### src/rtl/cam_pkg.sv
// Shared defaults and registered-result types for the parametrised CAM.
package cam_pkg;

   localparam int CAM_WIDTH     = 32;
   localparam int CAM_DEPTH     = 32;
   // Index field is sized for the largest supported array; upper bits stay zero.
   localparam int CAM_MAX_IDX_W = 16;

   typedef struct packed {
      logic                     done;
      logic                     valid;
      logic                     multi;
      logic [CAM_MAX_IDX_W-1:0] index;
   } search_res_t;

   typedef struct packed {
      logic done;
      logic valid;
   } read_res_t;

endpackage

### src/rtl/cam_if.sv
// Request/result bundle between the request datapath and the CAM lookup store.
interface cam_if #(
   parameter int WIDTH = 32,
   parameter int DEPTH = 32
);
   localparam int IDX_W = $clog2(DEPTH);

   // Requests are single-cycle strobes accepted unconditionally (no ready);
   // each *_done pulses for exactly one cycle, one cycle after its request.
   logic             read;
   logic [IDX_W-1:0] read_index;
   logic             write;
   logic [IDX_W-1:0] write_index;
   logic [WIDTH-1:0] write_data;
   logic             inval;
   logic [IDX_W-1:0] inval_index;
   logic             flush;
   logic             search;
   logic [WIDTH-1:0] search_data;
   logic [WIDTH-1:0] search_mask;

   logic             read_done;
   logic             read_valid;
   logic [WIDTH-1:0] read_value;
   logic             search_done;
   logic             search_valid;
   logic             search_multi;
   logic [IDX_W-1:0] search_index;
   logic [IDX_W:0]   occupancy;
   logic             full;
   logic             free_valid;
   logic [IDX_W-1:0] free_index;

   modport master (
      output read, read_index, write, write_index, write_data,
             inval, inval_index, flush, search, search_data, search_mask,
      input  read_done, read_valid, read_value, search_done, search_valid,
             search_multi, search_index, occupancy, full, free_valid, free_index
   );

   modport slave (
      input  read, read_index, write, write_index, write_data,
             inval, inval_index, flush, search, search_data, search_mask,
      output read_done, read_valid, read_value, search_done, search_valid,
             search_multi, search_index, occupancy, full, free_valid, free_index
   );

endinterface

### src/rtl/cam_prio_enc.sv
// Lowest-set-bit priority encoder with any-set and multiple-set flags.
module cam_prio_enc #(
   parameter int N  = 32,
   parameter int IW = (N > 1) ? $clog2(N) : 1
) (
   input  logic [N-1:0]  req,
   output logic [IW-1:0] idx,
   output logic          any,
   output logic          multi
);

   always_comb begin
      idx = '0;
      for (int i = N - 1; i >= 0; i--) begin
         if (req[i]) idx = IW'(i);
      end
   end

   assign any   = |req;
   // Clearing the lowest set bit leaves something only if two or more were set.
   assign multi = |(req & (req - N'(1)));

endmodule

### src/rtl/cam_param.sv
// DEPTH x WIDTH flip-flop CAM: masked search, invalidate, flush, multi-hit
// detection and free-slot/occupancy tracking; read/search results registered.
module cam_param
   import cam_pkg::*;
#(
   parameter int WIDTH = CAM_WIDTH,
   parameter int DEPTH = CAM_DEPTH
) (
   input logic  clk,
   input logic  reset_n,
   cam_if.slave bus
);

   localparam int IDX_W = $clog2(DEPTH);

   logic [WIDTH-1:0] mem [DEPTH];
   logic [DEPTH-1:0] valid_q;
   logic [DEPTH-1:0] valid_nxt;
   logic [IDX_W:0]   occ_q;

   search_res_t      srch_q;
   read_res_t        rd_q;
   logic [WIDTH-1:0] rd_value_q;

   logic wr_in, inv_in, rd_in;
   logic wr_ok, inv_ok, rd_hit;
   logic occ_inc, occ_dec;
   logic [WIDTH-1:0] rd_word;

   logic [DEPTH-1:0] match;
   logic [IDX_W-1:0] match_idx;
   logic             match_any, match_multi;
   logic [IDX_W-1:0] free_idx;
   logic             free_any;
   logic             unused_free_multi;
   logic             unused_srch_idx;

   // Non-power-of-two depths leave index codes that address no entry.
   if (DEPTH == (1 << IDX_W)) begin : g_pow2
      assign wr_in  = 1'b1;
      assign inv_in = 1'b1;
      assign rd_in  = 1'b1;
   end else begin : g_range
      assign wr_in  = ({1'b0, bus.write_index} < (IDX_W + 1)'(DEPTH));
      assign inv_in = ({1'b0, bus.inval_index} < (IDX_W + 1)'(DEPTH));
      assign rd_in  = ({1'b0, bus.read_index}  < (IDX_W + 1)'(DEPTH));
   end

   assign wr_ok   = bus.write & wr_in;
   assign inv_ok  = bus.inval & inv_in;
   assign occ_inc = wr_ok & ~valid_q[bus.write_index];
   assign occ_dec = inv_ok & valid_q[bus.inval_index] &
                    ~(wr_ok && (bus.write_index == bus.inval_index));

   // Write is applied after inval so a same-index pair leaves the entry valid.
   always_comb begin
      valid_nxt = valid_q;
      if (inv_ok) valid_nxt[bus.inval_index] = 1'b0;
      if (wr_ok)  valid_nxt[bus.write_index] = 1'b1;
   end

   always_comb begin
      match = '0;
      for (int i = 0; i < DEPTH; i++) begin
         match[i] = valid_q[i] & ~|((mem[i] ^ bus.search_data) & bus.search_mask);
      end
   end

   assign rd_hit = bus.read & rd_in & valid_q[bus.read_index];

   always_comb begin
      rd_word = '0;
      if (rd_hit) rd_word = mem[bus.read_index];
   end

   cam_prio_enc #(.N(DEPTH), .IW(IDX_W)) u_match_enc (
      .req   (match),
      .idx   (match_idx),
      .any   (match_any),
      .multi (match_multi)
   );

   cam_prio_enc #(.N(DEPTH), .IW(IDX_W)) u_free_enc (
      .req   (~valid_q),
      .idx   (free_idx),
      .any   (free_any),
      .multi (unused_free_multi)
   );

   always_ff @(posedge clk or negedge reset_n) begin
      if (!reset_n) begin
         for (int i = 0; i < DEPTH; i++) mem[i] <= '0;
         valid_q <= '0;
         occ_q   <= '0;
      end else if (bus.flush) begin
         valid_q <= '0;
         occ_q   <= '0;
      end else begin
         if (wr_ok) mem[bus.write_index] <= bus.write_data;
         valid_q <= valid_nxt;
         occ_q   <= occ_q + (IDX_W + 1)'(occ_inc) - (IDX_W + 1)'(occ_dec);
      end
   end

   // Read and search see the array as it was before this edge's updates.
   always_ff @(posedge clk or negedge reset_n) begin
      if (!reset_n) begin
         rd_q       <= '0;
         rd_value_q <= '0;
         srch_q     <= '0;
      end else begin
         rd_q.done    <= bus.read;
         rd_q.valid   <= rd_hit;
         rd_value_q   <= rd_word;
         srch_q.done  <= bus.search;
         srch_q.valid <= bus.search & match_any;
         srch_q.multi <= bus.search & match_multi;
         srch_q.index <= (bus.search && match_any) ? CAM_MAX_IDX_W'(match_idx) : '0;
      end
   end

   assign unused_srch_idx  = ^srch_q.index;

   assign bus.read_done    = rd_q.done;
   assign bus.read_valid   = rd_q.valid;
   assign bus.read_value   = rd_value_q;
   assign bus.search_done  = srch_q.done;
   assign bus.search_valid = srch_q.valid;
   assign bus.search_multi = srch_q.multi;
   assign bus.search_index = srch_q.index[IDX_W-1:0];
   assign bus.occupancy    = occ_q;
   assign bus.full         = &valid_q;
   assign bus.free_valid   = free_any;
   assign bus.free_index   = free_idx;

endmodule

### src/flat_wrapper.sv
// flat-port wrapper written by rule: the top's interface ports become plain ports
module cam_param_flat import cam_pkg::*;
#(
   parameter int WIDTH = CAM_WIDTH,
   parameter int DEPTH = CAM_DEPTH
)
  (clk, reset_n, bus_read, bus_read_index, bus_write, bus_write_index, bus_write_data, bus_inval, bus_inval_index, bus_flush, bus_search, bus_search_data, bus_search_mask, bus_read_done, bus_read_valid, bus_read_value, bus_search_done, bus_search_valid, bus_search_multi, bus_search_index, bus_occupancy, bus_full, bus_free_valid, bus_free_index);
  cam_if #(.WIDTH(WIDTH), .DEPTH(DEPTH)) bus_i ();
  input logic clk;
  input logic reset_n;
  input wire logic [$bits(bus_i.read)-1:0] bus_read;
  input wire logic [$bits(bus_i.read_index)-1:0] bus_read_index;
  input wire logic [$bits(bus_i.write)-1:0] bus_write;
  input wire logic [$bits(bus_i.write_index)-1:0] bus_write_index;
  input wire logic [$bits(bus_i.write_data)-1:0] bus_write_data;
  input wire logic [$bits(bus_i.inval)-1:0] bus_inval;
  input wire logic [$bits(bus_i.inval_index)-1:0] bus_inval_index;
  input wire logic [$bits(bus_i.flush)-1:0] bus_flush;
  input wire logic [$bits(bus_i.search)-1:0] bus_search;
  input wire logic [$bits(bus_i.search_data)-1:0] bus_search_data;
  input wire logic [$bits(bus_i.search_mask)-1:0] bus_search_mask;
  output wire logic [$bits(bus_i.read_done)-1:0] bus_read_done;
  output wire logic [$bits(bus_i.read_valid)-1:0] bus_read_valid;
  output wire logic [$bits(bus_i.read_value)-1:0] bus_read_value;
  output wire logic [$bits(bus_i.search_done)-1:0] bus_search_done;
  output wire logic [$bits(bus_i.search_valid)-1:0] bus_search_valid;
  output wire logic [$bits(bus_i.search_multi)-1:0] bus_search_multi;
  output wire logic [$bits(bus_i.search_index)-1:0] bus_search_index;
  output wire logic [$bits(bus_i.occupancy)-1:0] bus_occupancy;
  output wire logic [$bits(bus_i.full)-1:0] bus_full;
  output wire logic [$bits(bus_i.free_valid)-1:0] bus_free_valid;
  output wire logic [$bits(bus_i.free_index)-1:0] bus_free_index;
  assign bus_i.read = bus_read;
  assign bus_i.read_index = bus_read_index;
  assign bus_i.write = bus_write;
  assign bus_i.write_index = bus_write_index;
  assign bus_i.write_data = bus_write_data;
  assign bus_i.inval = bus_inval;
  assign bus_i.inval_index = bus_inval_index;
  assign bus_i.flush = bus_flush;
  assign bus_i.search = bus_search;
  assign bus_i.search_data = bus_search_data;
  assign bus_i.search_mask = bus_search_mask;
  assign bus_read_done = bus_i.read_done;
  assign bus_read_valid = bus_i.read_valid;
  assign bus_read_value = bus_i.read_value;
  assign bus_search_done = bus_i.search_done;
  assign bus_search_valid = bus_i.search_valid;
  assign bus_search_multi = bus_i.search_multi;
  assign bus_search_index = bus_i.search_index;
  assign bus_occupancy = bus_i.occupancy;
  assign bus_full = bus_i.full;
  assign bus_free_valid = bus_i.free_valid;
  assign bus_free_index = bus_i.free_index;
  cam_param #(.WIDTH(WIDTH), .DEPTH(DEPTH)) u_core (.clk(clk), .reset_n(reset_n), .bus(bus_i));
endmodule
### config.mk
export PLATFORM = sky130hd
export DESIGN_NAME = cam_param_flat
export DESIGN_NICKNAME = d
export VERILOG_FILES = /design/src/rtl/cam_pkg.sv /design/src/rtl/cam_if.sv /design/src/rtl/cam_prio_enc.sv /design/src/rtl/cam_param.sv /design/src/flat_wrapper.sv
export SDC_FILE = /design/constraint.sdc
export NUM_CORES = 2
export LEC_CHECK = 0
export CAP_MARGIN = 20
export CORE_UTILIZATION = 48
export CTS_BUF_LIST = sky130_fd_sc_hd__clkbuf_8
export CTS_CLUSTER_DIAMETER = 80
export DETAILED_ROUTE_END_ITERATION = 10
export PLACE_DENSITY = 0.71
export SETUP_SLACK_MARGIN = 0.02
export SYNTH_ARGS = -nofsm -noshare
export SYNTH_HDL_FRONTEND = slang
export SYNTH_SLANG_ARGS = --single-unit
### constraint.sdc
create_clock -name clk -period 6.62 [get_ports clk]
set_input_delay 1.655 -clock clk [delete_from_list [all_inputs] [get_ports clk]]
set_output_delay 1.655 -clock clk [all_outputs]
set_load 0.02 [all_outputs]
After elaboration in Yosys (flattened, before gate mapping)
Cells that the tools add are included.

Add/subtract/negate cells: 3. $lt $le $gt $ge: 8. Eq/ne operators: 1. Mux-type cells: 86. Bitwise operators: 112. Reductions and logical operators: 74.

Operators by type and width (number): OR reduction 32 bit (35); bitwise AND 32 bit (34); bitwise mux 1024 bit (1); XOR 32 bit (32); 2-to-1 mux 5 bit (65); 2-to-1 mux 32 bit (7); binary-select mux 32 bit (select 5 bit) (1); demux 32 bit (select 5 bit) (1); inverter 32 bit (2); bitwise AND 1 bit (38); zero test 1 bit (32); OR 32 bit (1); AND reduction 32 bit (1); subtractor 32 x 1 -> 32 bit, second input constant (1); < comparator 5 x 6 -> 1 bit, second input constant (3); binary-select mux 1 bit (select 5 bit) (3); greater-or-equal comparator 6 bit, second input constant (2); inverter 5 -> 6 bit (2); demux 1 bit (select 5 bit) (2); greater-or-equal comparator 5 x 1 -> 1 bit, second input constant (2); adder 6 x 1 -> 6 bit (1); < comparator 6 x 1 -> 1 bit, second input constant (1); 2-to-1 mux 6 bit (1); subtractor 6 x 1 -> 6 bit (1); other kinds (5) (15).

Register bits: 1104. Bits of input ports: 118. Output and inout port bits: 55. Logic and storage cells: 325.

Logic depth before layout (Yosys ltp)
Depth after elaboration: 38. Mapped depth: 17. Mapped depth without buffers: 14.

Modules after synthesis
Synthesis repeated with hierarchy kept, for this count alone.

Cell total of the unflattened synthesis: 5376. Area, all modules: 66761.5 µm².

Modules (own cells, without submodules): cam_param (instances 1, cells an instance 5144, area an instance 65382.7 µm², seq. area each 27626.5 µm²); cam_prio_enc (instances 2, cells an instance 116, area an instance 689.4 µm², seq. area each 0.0 µm²).

Worst setup path before layout
OpenSTA, ideal clock, no wires.

Kind: input port to flip-flop. Start point: in bus_inval_index[0]. End point: reg u_core.occ_q[4], in the netlist u_core.bus.occupancy[4]. Library setup time: 0.132 ns. Data arrival time: 4.558 ns. Data required time: 6.488 ns. Setup slack: 1.930 ns. Stages on the path: 14. Buffers on the path: 2. Cells stage by stage: clkbuf_1 -> buf_1 -> mux4_2 -> a211oi_1 -> a31oi_1 -> ha_1 -> inv_1 -> ha_1 -> fa_1 -> a21oi_1 -> nor2_1 -> nor2_1 -> xor2_1 -> nor2_1.

Cells in the longest elaborated chain, start to end: 6. Elaborated cells on any way between the ends: 9. Classes of those cells: add/sub (1); eq/ne (1); mux (3); bitwise (3); reduce/logical (1).

Ends and longest elaborated chain: from (decl) (line flat_wrapper.sv:17) `input wire logic [$bits(bus_i.inval_index)-1:0] bus_inval_index;`; binary-select mux 1 bit (select 5 bit) / equality test 5 bit (equally long branches) (line cam_param.sv:52, cam_param.sv:53); 2-to-1 mux 1 bit (implied by the code) / logical AND 1 bit (equally long branches) (line cam_param.sv:52, cam_param.sv:53); bitwise AND 1 bit / inverter 1 bit (equally long branches) (line cam_param.sv:52, cam_param.sv:53); bitwise AND 1 bit * (line cam_param.sv:52) `assign occ_dec = inv_ok & valid_q[bus.inval_index] &`; subtractor 6 x 1 -> 6 bit * (line cam_param.sv:101) `occ_q <= occ_q + (IDX_W + 1)'(occ_inc) - (IDX_W + 1)'(occ_dec);`; 2-to-1 mux 6 bit * (line cam_param.sv:95) `end else if (bus.flush) begin`; to (signal assigned) (line cam_param.sv:101); to (decl) (line cam_param.sv:19) `logic [IDX_W:0] occ_q;`.

Every way passes the cells marked *; elsewhere a longest branch is shown, timed or not. The select of a mux whose other input is x is not followed. A chain may end at the register's enable or synchronous reset.

Final worst setup path
Start point: reg u_core.valid_q[29]. End point: out bus_free_index[0].

Cells in the longest elaborated chain, start to end: 31.

Ends and longest elaborated chain: from (decl) (line cam_param.sv:17) `logic [DEPTH-1:0] valid_q;`; from (signal assigned) (line cam_param.sv:100) `valid_q <= valid_nxt;`; inverter 32 bit (line cam_param.sv:84) `.req (~valid_q),`; 2-to-1 mux 5 bit (30 in a row) (line cam_prio_enc.sv:15) `if (req[i]) idx = IW'(i);`; to (decl) (line flat_wrapper.sv:32) `output wire logic [$bits(bus_i.free_index)-1:0] bus_free_index;`.

No other way between the ends.

==> impl_metrics.env <==
export IMPL_slew_headroom=0.191
export IMPL_cp_max_fo=8
export IMPL_place_ws_ns=1.17
export IMPL_post_cts_setup_buffers=0
export IMPL_grt_first_pass_wirelength_mm=421
export IMPL_fin_crit_sh=0.905
export IMPL_cts_resized=0
export IMPL_critPathRequiredTime_ns=4.97
export IMPL_die_w_um=375
export IMPL_path_cells="o21ai_0 -> a21boi_0 -> o21ai_0 -> a21boi_0 -> o21ai_0 -> a21boi_0 -> o22ai_1 -> o221ai_1 -> a31oi_1 -> o21ai_0 -> a21boi_0 -> clkdlybuf4s50_1"
export IMPL_clk_latency_ns=0.98
export IMPL_synth_seq_cells=1104
export IMPL_ys_types=79
export IMPL_startpoint="u_core.valid_q[29]"
export IMPL_synth_top_area_cell="dfrtp_1"
export IMPL_grt_max_degree=138
export IMPL_wire_per_inst_um=43.0
export IMPL_p_int_w=0.0130
export IMPL_cp_end_kind="output port"
export IMPL_start_util=0.485
export IMPL_drive_gt1_frac=0.379
export IMPL_cts_buffer_depth=3
export IMPL_cp_arrival_ns=4.34
export IMPL_worst_r2r_startpoint="u_core.mem[636]"
export IMPL_dr_total_vias=51200
export IMPL_cts_sinks=1104
export IMPL_setup_viol=0
export IMPL_coreArea_mm2=0.138
export IMPL_portBuffers=172
export IMPL_ir_worst_vdd_mv=0.206
export IMPL_firstDrtPassIters=7
export IMPL_first_global_vias=49800
export IMPL_tritoncts="done"
export IMPL_skew_ns=0.0616
export IMPL_multi_input_area_mm2=0.0361
export IMPL_routed_wl_mm=308
export IMPL_antenna_found_initial=30
export IMPL_hold_start="u_core.mem[36]"
export IMPL_worst_slack_ns=0.627
export IMPL_cap_violations=0
export IMPL_rsz0062_at_grt="false"
export IMPL_power_density_mw_per_mm2=276
export IMPL_rows=136
export IMPL_final_cell_mix="dfrtp_1 (1104), mux2_2 (1025), xor2_1 (1024), mux4_2 (347), a22oi_1 (330)"
export IMPL_p_switching_w=0.00721
export IMPL_ctsHoldBuffers=0
export IMPL_drc=0
export IMPL_critPathBufInv=1
export IMPL_synth_edf_count=0
export IMPL_cp_slowest_cell="dfrtp_1"
export IMPL_swShare=0.356
export IMPL_fin_tns_setup_ns=0
export IMPL_grt_usage=0.437
export IMPL_cpPeakStageDelay_ns=0.76
export IMPL_area_delta_synth_final_pct=10.0
export IMPL_hold_viol=0
export IMPL_ys_warn_count=0
export IMPL_netlist_instances=5126
export IMPL_ios=173
export IMPL_htree_levels=4
export IMPL_seqPwrFrac=0.421
export IMPL_postRouteAntennaNets=0
export IMPL_die_h_um=375
export IMPL_avgSynthCellArea_um2=13.0
export IMPL_drtIter0Drc=8275
export IMPL_p_comb_frac=0.262
export IMPL_synthesis_area_mm2=0.0668
export IMPL_drv_slew=0
export IMPL_dieArea_mm2=0.141
export IMPL_grt_ovfl_total=0
export IMPL_numCtsBuffers=194
export IMPL_max_freq_mhz=167
export IMPL_synth_flop_cell="dfrtp_1"
export IMPL_status="completed"
export IMPL_worstSetupStartpointType="flip-flop"
export IMPL_dpl_hpwl_mm=221
export IMPL_synth_area_leaders="dfrtp_1 (41%), mux2_2 (17%), xor2_1 (13%)"
export IMPL_yosysSeqAreaShare=0.414
export IMPL_cts_root_buffer="clkbuf_8"
export IMPL_fillers=11900
export IMPL_syn_nets=5251
export IMPL_layout_min_cycle_time_ns=5.99
export IMPL_tightest_slew_ns=1.21
export IMPL_place_congestion=1.10
export IMPL_path_clk_slew_ns=0.07
export IMPL_nets=5342
export IMPL_clockPowerShare=0.317
export IMPL_crit_type="reg -> out"
export IMPL_async_flop_share=1.00
export IMPL_power_leakage_nw=34.9
export IMPL_layout_commonest_cell="dfrtp_1"
export IMPL_layout_area_seq_mm2=0.0276
export IMPL_yosysTopAreaCellShare=0.414
export IMPL_avgViaCountPerCell=7.15
export IMPL_critPathTopFamily="compound AO/OA/AOI/OAI gates"
export IMPL_hp_class="reg -> reg"
[per-layer routing]
layer | vias up | routed length, um | global-route usage
met2 | 4249 | 130000 | 0.622
met5 | - | 114 | 0
met1 | 26600 | 110000 | 0.538
met3 | 1170 | 35800 | 0.136
met4 | 16 | 33100 | 0.377
li1 | 19200 | - | -
[sequential cells by signal, summed over array words and instances, names as in the netlist]
| register | cells |
|---|---|
| u_core.valid_q | 32 |
| u_core.mem | 1024 |
| u_core.bus.read_done | 1 |
| u_core.bus.search_done | 1 |
| u_core.bus.search_index | 5 |
| u_core.bus.read_valid | 1 |
| u_core.bus.search_multi | 1 |
| u_core.bus.occupancy | 6 |
| u_core.bus.search_valid | 1 |
| u_core.bus.read_value | 32 |
[power groups by stage]
stage / Clock, W / Combinational [W] / Sequential (W)
floorplan: 0 / 0.00295 / 0.00829
global placement: 0 / 0.00498 / 0.00853
detailed placement: 0 / 0.00501 / 0.00858
CTS: 0.00644 / 0.00503 / 0.00846
global route: 0.00673 / 0.00532 / 0.00858
finish: 0.00643 / 0.00530 / 0.00852
[path summary, 6_finish.rpt]
kind	to	cells past startpoint	slack (ns)
setup / recovery	bus_free_index[0]	12	0.63
hold / removal	u_core.mem[36]	1	0.55
setup reg to reg	u_core.bus.search_multi	13	2.84
min in group asynchronous	u_core.mem[865]	1	0.66
max in group asynchronous	u_core.mem[415]	2	4.44
hold reg to reg	u_core.mem[36]	1	0.55
[through the flow]
stage | hold WS (ns) | std cells | instance area [um2] | util | power, W
2_1_floorplan | 0.517 | 5126 | 66800 | - | 0.0112
3_3_place_gp | 0.525 | 6814 | 69600 | 0.505 | 0.0135
3_5_place_dp | 0.532 | 6814 | 69600 | 0.505 | 0.0136
4_1_cts | 0.546 | 7154 | 73400 | 0.533 | 0.0199
5_1_grt | 0.561 | 7159 | 73500 | 0.533 | 0.0206
6_report | 0.548 | 7170 | 73500 | 0.533 | 0.0202
[layout make-up]
type                       count  share of cell area
multi-input combinational   3477               0.492
sequential                  1104               0.376
timing repair buffer         413              0.0478
clock buffer                 233              0.0436
tap                         1794              0.0305
clock inverter               107             0.00855
inverter                      27             0.00138
antenna                       15            0.000511
[synth_stat cells (4+ instances only)]
library cell	instances
buf_12	9
nand2_1	93
nand4_2	13
nor3b_1	10
a222oi_1	32
buf_6	65
clkbuf_1	242
o2111ai_1	4
buf_4	37
o22ai_1	4
buf_2	69
a32o_1	17
a21boi_0	4
nand3b_1	8
or3_1	6
o32ai_1	4
nor2b_1	8
mux2i_1	32
o21ai_0	16
inv_1	27
a31oi_1	9
o211ai_1	6
nor2_1	69
nand4_1	118
xnor2_1	8
a22oi_1	330
a21oi_1	25
nand2b_1	9
dfrtp_1	1104
nor3_1	34
a221oi_1	57
a22o_1	60
mux2_2	1025
nand3_1	25
xor2_1	1025
and3_1	4
a31o_2	12
clkbuf_8	15
ha_1	6
buf_1	68
mux4_2	347
buf_8	13
[logic make-up (layout without fill, tap and decap cells)]
| logic type | Yosys count | count (layout) | share of synthesized area |
|---|---|---|---|
| AND/OR/NAND/NOR | 422 | 422 | 0.0346 |
| buffers and inverters | 545 | 780 | 0.0479 |
| flip-flops | 1104 | 1104 | 0.414 |
| adder cells (fa/ha/maj) | 9 | 9 | 0.00172 |
| AO/OA/AOI/OAI | 608 | 608 | 0.0718 |
| other | 0 | 15 | 0 |
| XOR/XNOR | 1034 | 1034 | 0.136 |
| multiplexers | 1404 | 1404 | 0.295 |
(Power assumes the default switching activity.)
